<file path="src/rtl/sram_march_bist_if.sv">
// SRAM command/data bus between the march BIST controller (master) and a single-port SRAM (slave).
interface sram_march_bist_if #(
  parameter int ADDR_WIDTH = 8,
  parameter int DATA_WIDTH = 32
);
  localparam int WMASK_WIDTH = DATA_WIDTH / 8;

  logic                   sram_csb;
  logic                   sram_web;
  logic [WMASK_WIDTH-1:0] sram_wmask;
  logic [ADDR_WIDTH-1:0]  sram_addr;
  logic [DATA_WIDTH-1:0]  sram_din;
  logic [DATA_WIDTH-1:0]  sram_dout;

  modport master (
    output sram_csb, sram_web, sram_wmask, sram_addr, sram_din,
    input  sram_dout
  );

  modport slave (
    input  sram_csb, sram_web, sram_wmask, sram_addr, sram_din,
    output sram_dout
  );
endinterface

</file>
<file path="src/rtl/sram_march_bist.sv">
// Two-pass (write all, read/compare all) SRAM BIST; reads compared one cycle after issue.
// A pass run takes 2*2^ADDR_WIDTH+2 cycles; the first mismatch aborts the run straight to DONE.
module sram_march_bist #(
  parameter int ADDR_WIDTH = 8,
  parameter int DATA_WIDTH = 32
) (
  input  logic                  clk,
  input  logic                  reset,
  input  logic                  start_i,
  input  logic [1:0]            mode_i,
  output logic                  busy_o,
  output logic                  done_o,
  output logic                  fail_o,
  output logic [ADDR_WIDTH-1:0] fail_addr_o,
  output logic [DATA_WIDTH-1:0] fail_data_o,
  sram_march_bist_if.master     sram
);
  localparam int WMASK_WIDTH = DATA_WIDTH / 8;

  localparam logic [2:0] S_IDLE  = 3'd0;
  localparam logic [2:0] S_WRITE = 3'd1;
  localparam logic [2:0] S_READ  = 3'd2;
  localparam logic [2:0] S_DRAIN = 3'd3;
  localparam logic [2:0] S_DONE  = 3'd4;

  localparam logic [ADDR_WIDTH-1:0] ADDR_LAST = '1;

  logic [2:0]            state_q, state_d;
  logic [ADDR_WIDTH-1:0] addr_q, addr_d;
  logic [1:0]            mode_q, mode_d;
  logic                  cmp_vld_q, cmp_vld_d;
  logic [ADDR_WIDTH-1:0] cmp_addr_q, cmp_addr_d;
  logic [DATA_WIDTH-1:0] cmp_exp_q, cmp_exp_d;
  logic                  fail_q, fail_d;
  logic [ADDR_WIDTH-1:0] fail_addr_q, fail_addr_d;
  logic [DATA_WIDTH-1:0] fail_data_q, fail_data_d;
  logic [DATA_WIDTH-1:0] pattern;
  logic                  mismatch;

  always_comb begin
    pattern = '0;
    case (mode_q)
      2'd0:    pattern = {WMASK_WIDTH{8'h55}};
      2'd1:    pattern = addr_q[0] ? {WMASK_WIDTH{8'hAA}} : {WMASK_WIDTH{8'h55}};
      2'd2:    pattern = DATA_WIDTH'(addr_q);
      default: pattern = ~DATA_WIDTH'(addr_q);
    endcase
  end

  assign mismatch = cmp_vld_q && (sram.sram_dout != cmp_exp_q);

  always_comb begin
    state_d     = state_q;
    addr_d      = addr_q;
    mode_d      = mode_q;
    cmp_vld_d   = 1'b0;
    cmp_addr_d  = cmp_addr_q;
    cmp_exp_d   = cmp_exp_q;
    fail_d      = fail_q;
    fail_addr_d = fail_addr_q;
    fail_data_d = fail_data_q;
    case (state_q)
      S_IDLE: begin
        if (start_i) begin
          mode_d      = mode_i;
          fail_d      = 1'b0;
          fail_addr_d = '0;
          fail_data_d = '0;
          addr_d      = '0;
          state_d     = S_WRITE;
        end
      end
      S_WRITE: begin
        if (addr_q == ADDR_LAST) begin
          addr_d  = '0;
          state_d = S_READ;
        end else begin
          addr_d = addr_q + 1'b1;
        end
      end
      S_READ: begin
        // Remember what this read must return; sram_dout arrives next cycle.
        cmp_vld_d  = 1'b1;
        cmp_addr_d = addr_q;
        cmp_exp_d  = pattern;
        if (addr_q == ADDR_LAST) begin
          state_d = S_DRAIN;
        end else begin
          addr_d = addr_q + 1'b1;
        end
      end
      S_DRAIN: state_d = S_DONE;
      S_DONE:  state_d = S_IDLE;
      default: state_d = S_IDLE;
    endcase
    // Abort on the first mismatch; address is frozen so the idle bus stays stable.
    if (mismatch && !fail_q) begin
      fail_d      = 1'b1;
      fail_addr_d = cmp_addr_q;
      fail_data_d = sram.sram_dout;
      addr_d      = addr_q;
      cmp_vld_d   = 1'b0;
      state_d     = S_DONE;
    end
  end

  always_ff @(posedge clk) begin
    if (reset) begin
      state_q     <= S_IDLE;
      addr_q      <= '0;
      mode_q      <= 2'd0;
      cmp_vld_q   <= 1'b0;
      cmp_addr_q  <= '0;
      cmp_exp_q   <= '0;
      fail_q      <= 1'b0;
      fail_addr_q <= '0;
      fail_data_q <= '0;
    end else begin
      state_q     <= state_d;
      addr_q      <= addr_d;
      mode_q      <= mode_d;
      cmp_vld_q   <= cmp_vld_d;
      cmp_addr_q  <= cmp_addr_d;
      cmp_exp_q   <= cmp_exp_d;
      fail_q      <= fail_d;
      fail_addr_q <= fail_addr_d;
      fail_data_q <= fail_data_d;
    end
  end

  assign busy_o      = (state_q == S_WRITE) || (state_q == S_READ) || (state_q == S_DRAIN);
  assign done_o      = (state_q == S_DONE);
  assign fail_o      = fail_q;
  assign fail_addr_o = fail_addr_q;
  assign fail_data_o = fail_data_q;

  assign sram.sram_csb   = !((state_q == S_WRITE) || (state_q == S_READ));
  assign sram.sram_web   = (state_q != S_WRITE);
  assign sram.sram_wmask = (state_q == S_WRITE) ? '1 : '0;
  assign sram.sram_addr  = addr_q;
  assign sram.sram_din   = (state_q == S_WRITE) ? pattern : '0;
endmodule

</file>
<file path="src/flat_wrapper.sv">
// flat-port wrapper written by rule: the top's interface ports become plain ports
module sram_march_bist_flat 
#(
  parameter int ADDR_WIDTH = 8,
  parameter int DATA_WIDTH = 32
)
  (clk, reset, start_i, mode_i, busy_o, done_o, fail_o, fail_addr_o, fail_data_o, sram_sram_csb, sram_sram_web, sram_sram_wmask, sram_sram_addr, sram_sram_din, sram_sram_dout);
  sram_march_bist_if #(.ADDR_WIDTH(ADDR_WIDTH), .DATA_WIDTH(DATA_WIDTH)) sram_i ();
  input  logic clk;
  input  logic reset;
  input  logic start_i;
  input  logic [1:0] mode_i;
  output logic busy_o;
  output logic done_o;
  output logic fail_o;
  output logic [ADDR_WIDTH-1:0] fail_addr_o;
  output logic [DATA_WIDTH-1:0] fail_data_o;
  output wire logic [$bits(sram_i.sram_csb)-1:0] sram_sram_csb;
  output wire logic [$bits(sram_i.sram_web)-1:0] sram_sram_web;
  output wire logic [$bits(sram_i.sram_wmask)-1:0] sram_sram_wmask;
  output wire logic [$bits(sram_i.sram_addr)-1:0] sram_sram_addr;
  output wire logic [$bits(sram_i.sram_din)-1:0] sram_sram_din;
  input wire logic [$bits(sram_i.sram_dout)-1:0] sram_sram_dout;
  assign sram_sram_csb = sram_i.sram_csb;
  assign sram_sram_web = sram_i.sram_web;
  assign sram_sram_wmask = sram_i.sram_wmask;
  assign sram_sram_addr = sram_i.sram_addr;
  assign sram_sram_din = sram_i.sram_din;
  assign sram_i.sram_dout = sram_sram_dout;
  sram_march_bist #(.ADDR_WIDTH(ADDR_WIDTH), .DATA_WIDTH(DATA_WIDTH)) u_core (.clk(clk), .reset(reset), .start_i(start_i), .mode_i(mode_i), .busy_o(busy_o), .done_o(done_o), .fail_o(fail_o), .fail_addr_o(fail_addr_o), .fail_data_o(fail_data_o), .sram(sram_i));
endmodule
</file>
<file path="config.mk">
export PLATFORM = sky130hd
export DESIGN_NAME = sram_march_bist_flat
export DESIGN_NICKNAME = d
export VERILOG_FILES = /design/src/rtl/sram_march_bist_if.sv /design/src/rtl/sram_march_bist.sv /design/src/flat_wrapper.sv
export SDC_FILE = /design/constraint.sdc
export NUM_CORES = 1
export LEC_CHECK = 0
export BUFFER_PORTS_ARGS = -buffer_cell sky130_fd_sc_hd__buf_2
export CORE_MARGIN = 4
export CORE_UTILIZATION = 45
export CTS_CLUSTER_SIZE = 30
export DETAILED_ROUTE_END_ITERATION = 8
export GPL_ROUTABILITY_DRIVEN = 0
export PLACE_DENSITY = 0.7
export REMOVE_ABC_BUFFERS = 1
export SYNTH_ARGS = -nofsm -noshare
export SYNTH_HDL_FRONTEND = slang
export SYNTH_SLANG_ARGS = --single-unit
</file>
<file path="constraint.sdc">
create_clock -name clk -period 4.3 [get_ports clk]
set_input_delay 0.86 -clock clk [delete_from_list [all_inputs] [get_ports clk]]
set_output_delay 0.86 -clock clk [all_outputs]
set_load 0.01 [all_outputs]
</file>
## Yosys cells after proc, flatten, opt, wreduce, memory -nomap -nowiden

Cells that the tools add are included.

- Output and inout port bits: 89
- Input bits: 37
- Logic and storage cells: 68
- Flip-flop bits (word level): 95

- Reduce and logical (&&, ||, !) cells: 17
- Bitwise operators: 2
- Mux-type cells: 22
- Equality and inequality tests: 16
- Add/sub/neg operators: 1

Operators by type and width:

| kind | count |
|---|---|
| 2-to-1 mux 32 bit | 5 |
| one-hot mux 32 bit (3 select lines) | 1 |
| 2-to-1 mux 8 bit | 5 |
| inequality test 32 bit | 1 |
| NOT 8 -> 32 bit | 1 |
| one-hot mux 8 bit (3 select lines) | 1 |
| 2-to-1 mux 3 bit | 4 |
| one-hot mux 3 bit (4 select lines) | 1 |
| inequality test 3 x 1 -> 1 bit (second input constant) | 3 |
| adder 8 x 1 -> 8 bit (second input constant) | 1 |
| == test 8 bit (second input constant) | 1 |
| == test 3 x 2 -> 1 bit (second input constant) | 2 |
| AND reduction 3 bit | 2 |
| 2-to-1 mux 1 bit | 4 |
| 2-to-1 mux 4 bit | 1 |
| inequality test 2 x 1 -> 1 bit (second input constant) | 2 |
| inequality test 2 bit (second input constant) | 2 |
| AND reduction 2 bit | 2 |
| AND reduction 4 bit | 1 |
| nonzero test 2 bit | 2 |
| == test 3 x 1 -> 1 bit (second input constant) | 1 |
| == test 3 bit (second input constant) | 1 |
| logical NOT 3 bit | 1 |
| inequality test 3 x 2 -> 1 bit (second input constant) | 1 |
| 9 further kinds | 12 |

## Longest topological paths before layout

Gate-level depths: netlist of the first run.

- Depth after elaboration: 5
- Mapped depth: 8
- Depth with buffers taken out: 7

## Worst setup path before layout of the first run

Ideal clock, no wire load.

- Kind: register -> output
- From: register u_core.state_q[1]
- To: output sram_sram_din[10]
- Data arrival time: 2.056 ns
- Stages on the path, launching flop included: 6
- Path buffers: 2
- Slack: 1.384 ns
- Required time: 3.440 ns
- Path through: dfxtp_1 > nand2b_1 > or2_2 > clkbuf_1 > nor3b_1 > buf_4

- Cells in the longest elaborated chain, start to end: 2

RTL lines:

| element | RTL line | RTL |
|---|---|---|
| start, declared | sram_march_bist.sv:28 | `logic [2:0] state_q, state_d;` |
| start signal, assigned | sram_march_bist.sv:119 | `state_q <= state_d;` |
| == test 3 x 1 -> 1 bit | sram_march_bist.sv:141 | `assign sram.sram_din = (state_q == S_WRITE) ? pattern : '0;` |
| 2-to-1 mux 32 bit | sram_march_bist.sv:141 |  |
| end, declared | flat_wrapper.sv:22 | `output wire logic [$bits(sram_i.sram_din)-1:0] sram_sram_din;` |

Every way passes these cells.

## Worst setup path in the final report of the first run

- From: register u_core.state_q[0]
- To: output sram_sram_din[28]

Same word-level chain as after synthesis.

==> out/qor.yml, run 1 <==
min_path:
  hold_end: "u_core.cmp_addr_q[6]"
  holdPathStages: 2
  hp-start: "u_core.cmp_addr_q[6]"
  hold_path_class: "reg2reg"
synth:
  synth_seq_cells: 73
  synth-compound-area-share_pct: 9.94
  synthesis.instances: 433
  ys_types: 37
  ys_warn_count: 0
  synth_fa_ha_area_share_pct: 0.340
  synth-simple-area-share_pct: 24.2
  synth_top_family_by_area: "simple AND/OR/NAND/NOR gates"
  syn_area_per_cell_um2: 8.49
  seq_area_frac_synth_pct: 39.8
  synthMuxAreaShare_pct: 13.1
  synth-xor-area-share_pct: 3.57
  synthesis.area_um2: 3680
  async_reset_ff_share_pct: 0
  synth_edf_count: 0
  synth_ff_type: "dfxtp_1"
sta:
  min_period_over_period_pct: 77.4
  worstMarginPinSlew_ps: 1060
  final.setup_skew_ps: 5.47
  max_freq_mhz: 300
  final.setup.worst_slack_ps: 972
  period_minus_slack_ps: 3330
  rsz0062_at_grt: "false"
  slew_violations: 0
  finalHoldViolations: 0
  finalSetupViolCount: 0
  maxSlewHeadroom_pct: 29.3
critical_path:
  crit_fanout: 14
  reg2reg_from: "u_core.cmp_exp_q[30]"
  worstPathCellList: "nand2b_1, or2_2, nor3b_1, buf_2"
  timing.rr.end: "u_core.state_q[0]"
  r2r_cells: 7
  critPathMaxStageDelay_ps: 790
  path_delay_family: "simple AND/OR/NAND/NOR gates"
  crit_arrival_ps: 2470
  cp_slowest_cell: "nor3b_1"
  path_class: "reg2out"
  end_kind: "output pin"
  worst-path-buf-inv: 1
  rrSetupSlack_ps: 1790
  cp-start-kind: "flip-flop"
  required_ps: 3440
final_layout:
  post-route-util_pct: 55.8
  syn_to_final_growth_pct: 19.1
  final_area_um2: 4380
  drive_above_1_share_pct: 28.4
  num_antenna_cells: 0
  regArea_um2: 1460
  nets: 555
  instances_no_fill: 624
  multi_input_area_um2: 1900
  nFillCells: 752
clock_network:
  cts_buffers: 9
  clk_path_buf_depth: 2
  worstSkewPairLatency_ps: 350
  path_clk_slew_ps: 70
  htree_num_levels: 3
  ctsRootBufferMaster: "clkbuf_8"
  cts_tree: "done"
  clock-sinks: 73
  cts_setup_buffers: 0
  cts_resized: 0
  cts_hold_buf: 0
route:
  vias_per_cell: 5.28
  remaining_drc_errors: 0
  finalWirelength_um: 9260
  firstDrtPassIters: 4
  postRouteAntennaNets: 0
  via_count: 3292
  initialDrtViolationCount: 153
  wl_per_cell_um: 14.8
place:
  port_buffers: 125
  dp_cells: 608
  dp_hpwl_um: 6540
  postPlaceCellArea_um2: 4160
  dp_slack_ps: 1230
global_routing:
  grt_max_degree: 44
  grt_usage_pct: 19.0
  grt_pass1_wl_um: 15300
  grt_pass1_vias: 3202
  antenna_found_initial: 0
  grt_overflow: 0
power:
  p_leak_nw: 2.26
  total_power_w: 0.00138
  intPower_w: 0.00104
  peakVddDrop_uv: 148
  power_switching_w: 0.000337
  power.density_nw_per_um2: 314
  comb_power_share_pct: 8.4
  power_frac_clock_pct: 41.7
  sequentialPowerShare_pct: 49.9
  switching_share_pct: 24.5
floorplan:
  rows: 32
  start_util_pct: 46.8
  die_y_um: 98.4
  core_um2: 7850
  dieArea_um2: 9680
  io_pins: 126
  dieWidth_um: 98.4
run:
  maxCapViolations: 0
outcome:
  status: "completed"
==> power groups by stage <==
stage,registers [W],logic [W],clock network (W)
floorplan,0.000700,0.0000501,0
global placement,0.000702,0.000114,0
detailed placement,0.000702,0.000116,0
CTS,0.000686,0.000117,0.000590
global route,0.000687,0.000128,0.000613
finish,0.000686,0.000116,0.000574
==> sequential cells by signal (all words and copies together) (netlist names) <==
register / count
u_core.fail_o: 1
u_core.fail_addr_o: 8
u_core.mode_q: 2
u_core.sram.sram_addr: 8
u_core.cmp_exp_q: 10
u_core.state_q: 3
u_core.fail_data_o: 32
u_core.cmp_vld_q: 1
u_core.cmp_addr_q: 8
==> metal layers <==
metal	global-route usage, %	share of wire [%]
met1	26.4	47
met2	28.1	44
met3	4.79	8.1
met4	7.67	1.3
met5	0	0
==> synth_stat cells, types with 6 or more instances <==
cell type / instances / area (um2)
dfxtp_1: 73 / 1460
nor2_1: 66 / 248
mux2i_1: 48 / 480
nor2b_1: 41 / 257
buf_4: 27 / 203
a21oi_1: 26 / 130
clkbuf_1: 23 / 86.3
nand2_1: 23 / 86.3
xor2_1: 12 / 105
a211oi_1: 11 / 82.6
nand4_1: 11 / 68.8
or4_1: 10 / 75.1
o21ai_0: 8 / 40.0
buf_2: 6 / 30.0
nand3_1: 6 / 30.0
==> tightest hold or removal path: stages (launching register included) <==
cell,delay (ps)
dfxtp_1,310
nand2_1,50
a21oi_1,50
==> kinds of logic after synthesis <==
family | count (synthesis)
AND/OR/NAND/NOR | 176
flip-flops | 73
AO/OA/AOI/OAI | 60
buffers and inverters | 60
multiplexers | 48
XOR/XNOR | 15
adder cells (fa/ha/maj) | 1
==> worst max path at each step <==
stage	startpoint	to	cells after the start
3_3_place_gp	sram_sram_dout[16]	u_core.sram.sram_addr[2]	8
4_1_cts	u_core.state_q[0]	sram_sram_din[28]	4
2_1_floorplan	sram_sram_dout[16]	u_core.sram.sram_addr[2]	6
5_1_grt	u_core.state_q[0]	sram_sram_din[28]	4
6_report	u_core.state_q[0]	sram_sram_din[28]	4
3_5_place_dp	sram_sram_dout[16]	u_core.sram.sram_addr[2]	8
==> layout by cell type, fill, tap and decap left out, types with 2 or more instances in the layout <==
| cell | n |
|---|---|
| clkbuf_8 | 12 |
| nand2b_1 | 4 |
| nor2b_1 | 41 |
| a211oi_1 | 11 |
| buf_2 | 125 |
| nor4_1 | 4 |
| a32o_1 | 2 |
| nand2_1 | 23 |
| a21oi_1 | 26 |
| o21a_1 | 2 |
| a31oi_1 | 3 |
| buf_4 | 4 |
| mux2i_1 | 48 |
| or4_1 | 10 |
| nor2_1 | 66 |
| xor2_1 | 12 |
| nand4_1 | 11 |
| o31ai_1 | 2 |
| o211ai_1 | 2 |
| and2_1 | 2 |
| inv_1 | 4 |
| xnor2_1 | 3 |
| nand3_1 | 6 |
| o21ai_0 | 8 |
| dfxtp_1 | 73 |
==> stage by stage <==
stage / TNS [ps] / hold slack (ps)
floorplan: -36530 / 430
global placement: 0 / 445
detailed placement: 0 / 450
CTS: 0 / 460
global route: 0 / 480
finish: 0 / 458
==> cell type report <==
class / count / area share, %
inverters: 4 / 0.343
repair buffers: 129 / 15.0
well taps: 102 / 2.92
flip-flops and latches: 73 / 33.4
clock inverters: 3 / 1.06
multi-input cells: 300 / 43.5
clock buffers: 13 / 3.86
Note: power is estimated with default switching activity, not from simulation.
==> inputs of run 2 (changes only) <==
--- a/config.mk
+++ b/config.mk
@@ -11,7 +11,7 @@
 export CTS_CLUSTER_SIZE = 30
 export DETAILED_ROUTE_END_ITERATION = 8
 export GPL_ROUTABILITY_DRIVEN = 0
-export PLACE_DENSITY = 0.7
+export PLACE_DENSITY = 0.73
 export REMOVE_ABC_BUFFERS = 1
 export SYNTH_ARGS = -nofsm -noshare
 export SYNTH_HDL_FRONTEND = slang
==> constraint.sdc (replaced) <==
create_clock -name clk -period 2.7 [get_ports clk]
set_input_delay 0.54 -clock clk [delete_from_list [all_inputs] [get_ports clk]]
set_output_delay 0.54 -clock clk [all_outputs]
set_load 0.01 [all_outputs]
==> out/qor.yml, run 2 (synthesis gave the netlist of run 1 again) <==
sta:
  max_freq_mhz: 403
  period_minus_slack_ps: 2480
  final.setup_skew_ps: 6.93
  finalHoldViolations: 0
  finalSetupViolCount: 0
  min_period_over_period_pct: 92.0
  worstMarginPinSlew_ps: 619
  maxSlewHeadroom_pct: 58.7
  setup_tns_ps: 0
  holdWs_ps: 443
  slew_violations: 0
  rsz0062_at_grt: "false"
critical_path:
  path_delay_family: "simple AND/OR/NAND/NOR gates"
  cp_common_cell: "or4_1"
  required_ps: 2970
  crit_fanout: 10
  crit_arrival_ps: 2750
  cp_slowest_cell: "or4_1"
  path_class: "reg2reg"
  worstPathCellList: "or4_1, mux2i_1, nand4_1, o21a_1, or4_1, a31oi_1"
  end_kind: "flip-flop"
  cp-start-kind: "flip-flop"
  worst-path-buf-inv: 0
  critPathMaxStageDelay_ps: 560
power:
  p_leak_nw: 2.31
  comb_power_share_pct: 8.5
  switching_share_pct: 24.3
  sequentialPowerShare_pct: 48.5
  peakVddDrop_uv: 283
  power_frac_clock_pct: 43.0
  intPower_w: 0.00170
  power_switching_w: 0.000546
  power.density_nw_per_um2: 504
place:
  dp_hpwl_um: 6400
  port_buffers: 125
  postPlaceCellArea_um2: 4230
floorplan:
  dieArea_um2: 9680
  io_pins: 126
  dieWidth_um: 98.4
  core_um2: 7850
  rows: 32
  die_y_um: 98.4
  start_util_pct: 46.8
global_routing:
  grt_pass1_vias: 3045
  top_usage_layer: "met2"
  met1_usage_pct: 25.5
  grt_usage_pct: 18.2
  grt_util_met3_pct: 4.79
  use_met2_pct: 27.9
  antenna_found_initial: 0
  grt_pass1_wl_um: 14800
  grt_max_degree: 44
  grt_overflow: 0
route:
  wl_per_cell_um: 14.3
  firstDrtPassIters: 4
  finalWirelength_um: 9040
  remaining_drc_errors: 0
  vias_per_cell: 5.22
  via_count: 3293
  postRouteAntennaNets: 0
  initialDrtViolationCount: 131
final_layout:
  final_cell_mix: "buf_2, dfxtp_1, nor2_1"
  final_area_um2: 4460
  num_antenna_cells: 0
  multi_input_area_um2: 1910
  nets: 562
  largest_register_ffs: 32
  syn_to_final_growth_pct: 21.4
  regArea_um2: 1460
  final_common_cell: "buf_2"
  nFillCells: 742
  post-route-util_pct: 56.9
  drive_above_1_share_pct: 30.1
clock_network:
  clk_path_buf_depth: 2
  cts_buffers: 9
  clock-sinks: 73
  worstSkewPairLatency_ps: 340
  path_clk_slew_ps: 80
  cts_tree: "done"
  htree_num_levels: 3
  cts_hold_buf: 0
  cts_setup_buffers: 0
  ctsRootBufferMaster: "clkbuf_8"
  cts_resized: 0
outcome:
  status: "completed"
min_path:
  hold_path_class: "in2reg"
run:
  maxCapViolations: 0
[run 2: cell count changes in the layout (fill, tap and decap cells not counted), moves of 2 or more]
cell,previous run,this run
nor2_1,66,64
clkbuf_8,12,10
buf_4,4,10
nor2_2,0,2
[run 2: layout make-up]
cell class | instances | share of cell area, %
flip-flops and latches | 73 | 32.8
multi-input cells | 300 | 42.8
repair buffers | 136 | 16.2
inverters | 4 | 0.337
well taps | 102 | 2.86
clock buffers | 10 | 3.08
clock inverters | 6 | 2.02
[run 2: worst paths after layout]
| path | cells after the start | to | from | slack, ps |
|---|---|---|---|---|
| worst min register to register | 2 | u_core.cmp_addr_q[0] | u_core.cmp_addr_q[0] | 460 |
| worst max register to register | 6 | u_core.sram.sram_addr[3] | u_core.cmp_exp_q[30] | 220 |
| worst max-delay path | 6 | u_core.sram.sram_addr[3] | u_core.cmp_exp_q[30] | 220 |
| worst min-delay path | 3 | u_core.mode_q[1] | mode_i[1] | 440 |
[run 2: routing by layer]
| metal | up-vias | part of all wire, % |
|---|---|---|
| li1 | 1644 | - |
| met1 | 1509 | 47 |
| met2 | 131 | 45 |
| met3 | 9 | 7.9 |
| met4 | 0 | 0.85 |
| met5 | - | 0 |
[run 2: power groups by stage]
stage | registers, W | logic, W | clock network [W]
3_5_place_dp | 0.00112 | 0.000191 | 0
4_1_cts | 0.00109 | 0.000192 | 0.000991
3_3_place_gp | 0.00111 | 0.000189 | 0
6_report | 0.00109 | 0.000191 | 0.000966
2_1_floorplan | 0.00112 | 0.0000797 | 0
5_1_grt | 0.00109 | 0.000211 | 0.00103
[run 2: through the flow]
step / power, W / setup slack, ps / instances
CTS: 0.00227 / 18.2 / 631
global placement: 0.00130 / 70.8 / 615
global route: 0.00233 / 57.2 / 631
floorplan: 0.00119 / -2200 / 377
detailed placement: 0.00131 / -4.92 / 615
finish: 0.00225 / 217 / 631
[run 2: worst reg2reg max path, delay by kind of cell, from the launching register on]
kind	cells	cell delay, ps
mux	1	180
flops	1	400
simple gates	3	1330
compound gates	2	510
==> inputs of run 3 (changes only) <==
--- a/config.mk
+++ b/config.mk
@@ -5,6 +5,7 @@
 export SDC_FILE = /design/constraint.sdc
 export NUM_CORES = 1
 export LEC_CHECK = 0
+export ABC_AREA = 1
 export BUFFER_PORTS_ARGS = -buffer_cell sky130_fd_sc_hd__buf_2
 export CORE_MARGIN = 4
 export CORE_UTILIZATION = 45
@@ -12,7 +13,6 @@
 export DETAILED_ROUTE_END_ITERATION = 8
 export GPL_ROUTABILITY_DRIVEN = 0
 export PLACE_DENSITY = 0.73
-export REMOVE_ABC_BUFFERS = 1
 export SYNTH_ARGS = -nofsm -noshare
 export SYNTH_HDL_FRONTEND = slang
 export SYNTH_SLANG_ARGS = --single-unit
==> out/qor.yml, run 3 <==
outcome:
  status: "completed"
synth:
  synthesis.area_um2: 3690
  seq_area_frac_synth_pct: 39.6
  ys_warn_count: 0
  synth_top_area_cell: "dfxtp_1"
  synth_edf_count: 0
  synth_seq_cells: 73
  synth_area_leaders: "dfxtp_1, nand3_1, a21oi_1"
  async_reset_ff_share_pct: 0
  ys_types: 24
  synth_top_area_share_pct: 39.6
  synth_most_common_cell: "nand3_1"
  syn_area_per_cell_um2: 6.89
  syn-num-nets: 573
  ys_top_cells_by_count: "nand3_1, nand2_1, a21oi_1, dfxtp_1, nor2_1"
  synth_ff_type: "dfxtp_1"
  synthesis.instances: 535
floorplan:
  io_pins: 126
  rows: 32
  dieArea_um2: 9710
  start_util_pct: 47.0
  die_y_um: 98.5
  dieWidth_um: 98.5
  core_um2: 7850
final_layout:
  nets: 661
  final_area_um2: 4470
  largest_register_ffs: 32
  drive_above_1_share_pct: 25.6
  final_cell_mix: "buf_2, nand3_1, nand2_1"
  num_antenna_cells: 0
  syn_to_final_growth_pct: 21.2
  final_common_cell: "buf_2"
power:
  intPower_w: 0.00251
  power.density_nw_per_um2: 906
  power_frac_clock_pct: 28.9
  switching_share_pct: 38.0
  total_power_w: 0.00405
  p_leak_nw: 2.07
  sequentialPowerShare_pct: 35.1
  power_switching_w: 0.00154
  peakVddDrop_uv: 536
  comb_power_share_pct: 36.0
route:
  finalWirelength_um: 10300
  via_count: 3882
  remaining_drc_errors: 0
  initialDrtViolationCount: 206
  wl_per_cell_um: 14.1
  firstDrtPassIters: 4
  vias_per_cell: 5.32
  postRouteAntennaNets: 0
global_routing:
  grt_pass1_wl_um: 17000
  grt_usage_pct: 21.1
  grt_pass1_vias: 3530
  grt_overflow: 0
  antenna_found_initial: 0
  grt_max_degree: 51
critical_path:
  path_class: "reg2out"
  crit_arrival_ps: 1810
  end_kind: "output pin"
  crit_fanout: 17
  cp-start-kind: "flip-flop"
  required_ps: 2160
place:
  dp_slack_ps: 564
  dp_hpwl_um: 7290
  port_buffers: 125
  postPlaceCellArea_um2: 4190
sta:
  finalHoldViolations: 0
  period_minus_slack_ps: 2350
  rsz0062_at_grt: "false"
  max_freq_mhz: 426
  min_period_over_period_pct: 87.0
  worstMarginPinSlew_ps: 539
  slew_violations: 0
  maxSlewHeadroom_pct: 64.0
  holdWs_ps: 475
  final.setup.worst_slack_ps: 352
  final.setup_skew_ps: 7.02
  setup_tns_ps: 0
  finalSetupViolCount: 0
clock_network:
  clock-sinks: 73
  cts_buffers: 9
  htree_num_levels: 3
  worstSkewPairLatency_ps: 350
  cts_hold_buf: 0
  clk_path_buf_depth: 2
  cts_tree: "done"
  ctsRootBufferMaster: "clkbuf_8"
  path_clk_slew_ps: 80
min_path:
  hold_path_class: "reg2reg"
run:
  maxCapViolations: 0
-- run 3: cell families after synthesis --
logic type               count (synthesis)  synth area share (%)
flip-flops                              73                  39.6
adder cells (fa/ha/maj)                  1                 0.339
XOR/XNOR                                 1                 0.238
AO/OA/AOI/OAI                          113                  16.2
AND/OR/NAND/NOR                        250                  30.6
buffers and inverters                   97                  13.0
-- run 3: through the flow --
stage,instances,util (%)
after CTS,730,56.9
after detailed placement,714,53.4
after floorplan,535,-
after global placement,714,53.4
after global routing,730,57.0
final,730,57.0
-- run 3: critical path, stage by stage (launching register included) --
cell     delay, ps
dfxtp_1        380
nor3_4         420
inv_4          180
nor2_2         280
buf_2          200
-- run 3: cell type report --
type	count	area, um2
fillers	786	3380
clock buffers	11	151
inverters	42	160
well taps	102	128
flip-flops and latches	73	1460
repair buffers	132	691
clock inverters	5	125
multi-input cells	365	1750
-- run 3: per-layer routing --
metal	track usage (%)	routed length, um	up-vias	share of wire, %
met2	33.1	4870	126	47
met3	3.47	591	27	5.7
met1	28.0	4490	1785	44
met5	0	0	-	0
li1	-	-	1944	-
met4	10.4	326	0	3.2
-- run 3: power groups by stage --
| stage | Combinational [W] | Clock [W] | Sequential, W |
|---|---|---|---|
| after detailed placement | 0.00145 | 0 | 0.00144 |
| final | 0.00146 | 0.00117 | 0.00142 |
| after CTS | 0.00146 | 0.00119 | 0.00142 |
| after floorplan | 0.00111 | 0 | 0.00142 |
| after global routing | 0.00165 | 0.00124 | 0.00145 |
| after global placement | 0.00143 | 0 | 0.00144 |
-- run 3: what timing repair did --
item / in CTS / in global routing
setup buffers: 0 / 0
resized for setup: 0 / 2
setup endpoints to repair: 0 / 24
-- run 3: final timing paths --
kind                                                 end                      from  cells past startpoint  slack [ps]
worst max-delay path                   sram_sram_din[24]         u_core.state_q[1]                      4         350
worst min-delay path              u_core.fail_data_o[28]    u_core.fail_data_o[28]                      2         470
worst max register to register  u_core.sram.sram_addr[1]  u_core.sram.sram_addr[0]                      8         710
worst min register to register    u_core.fail_data_o[28]    u_core.fail_data_o[28]                      2         470
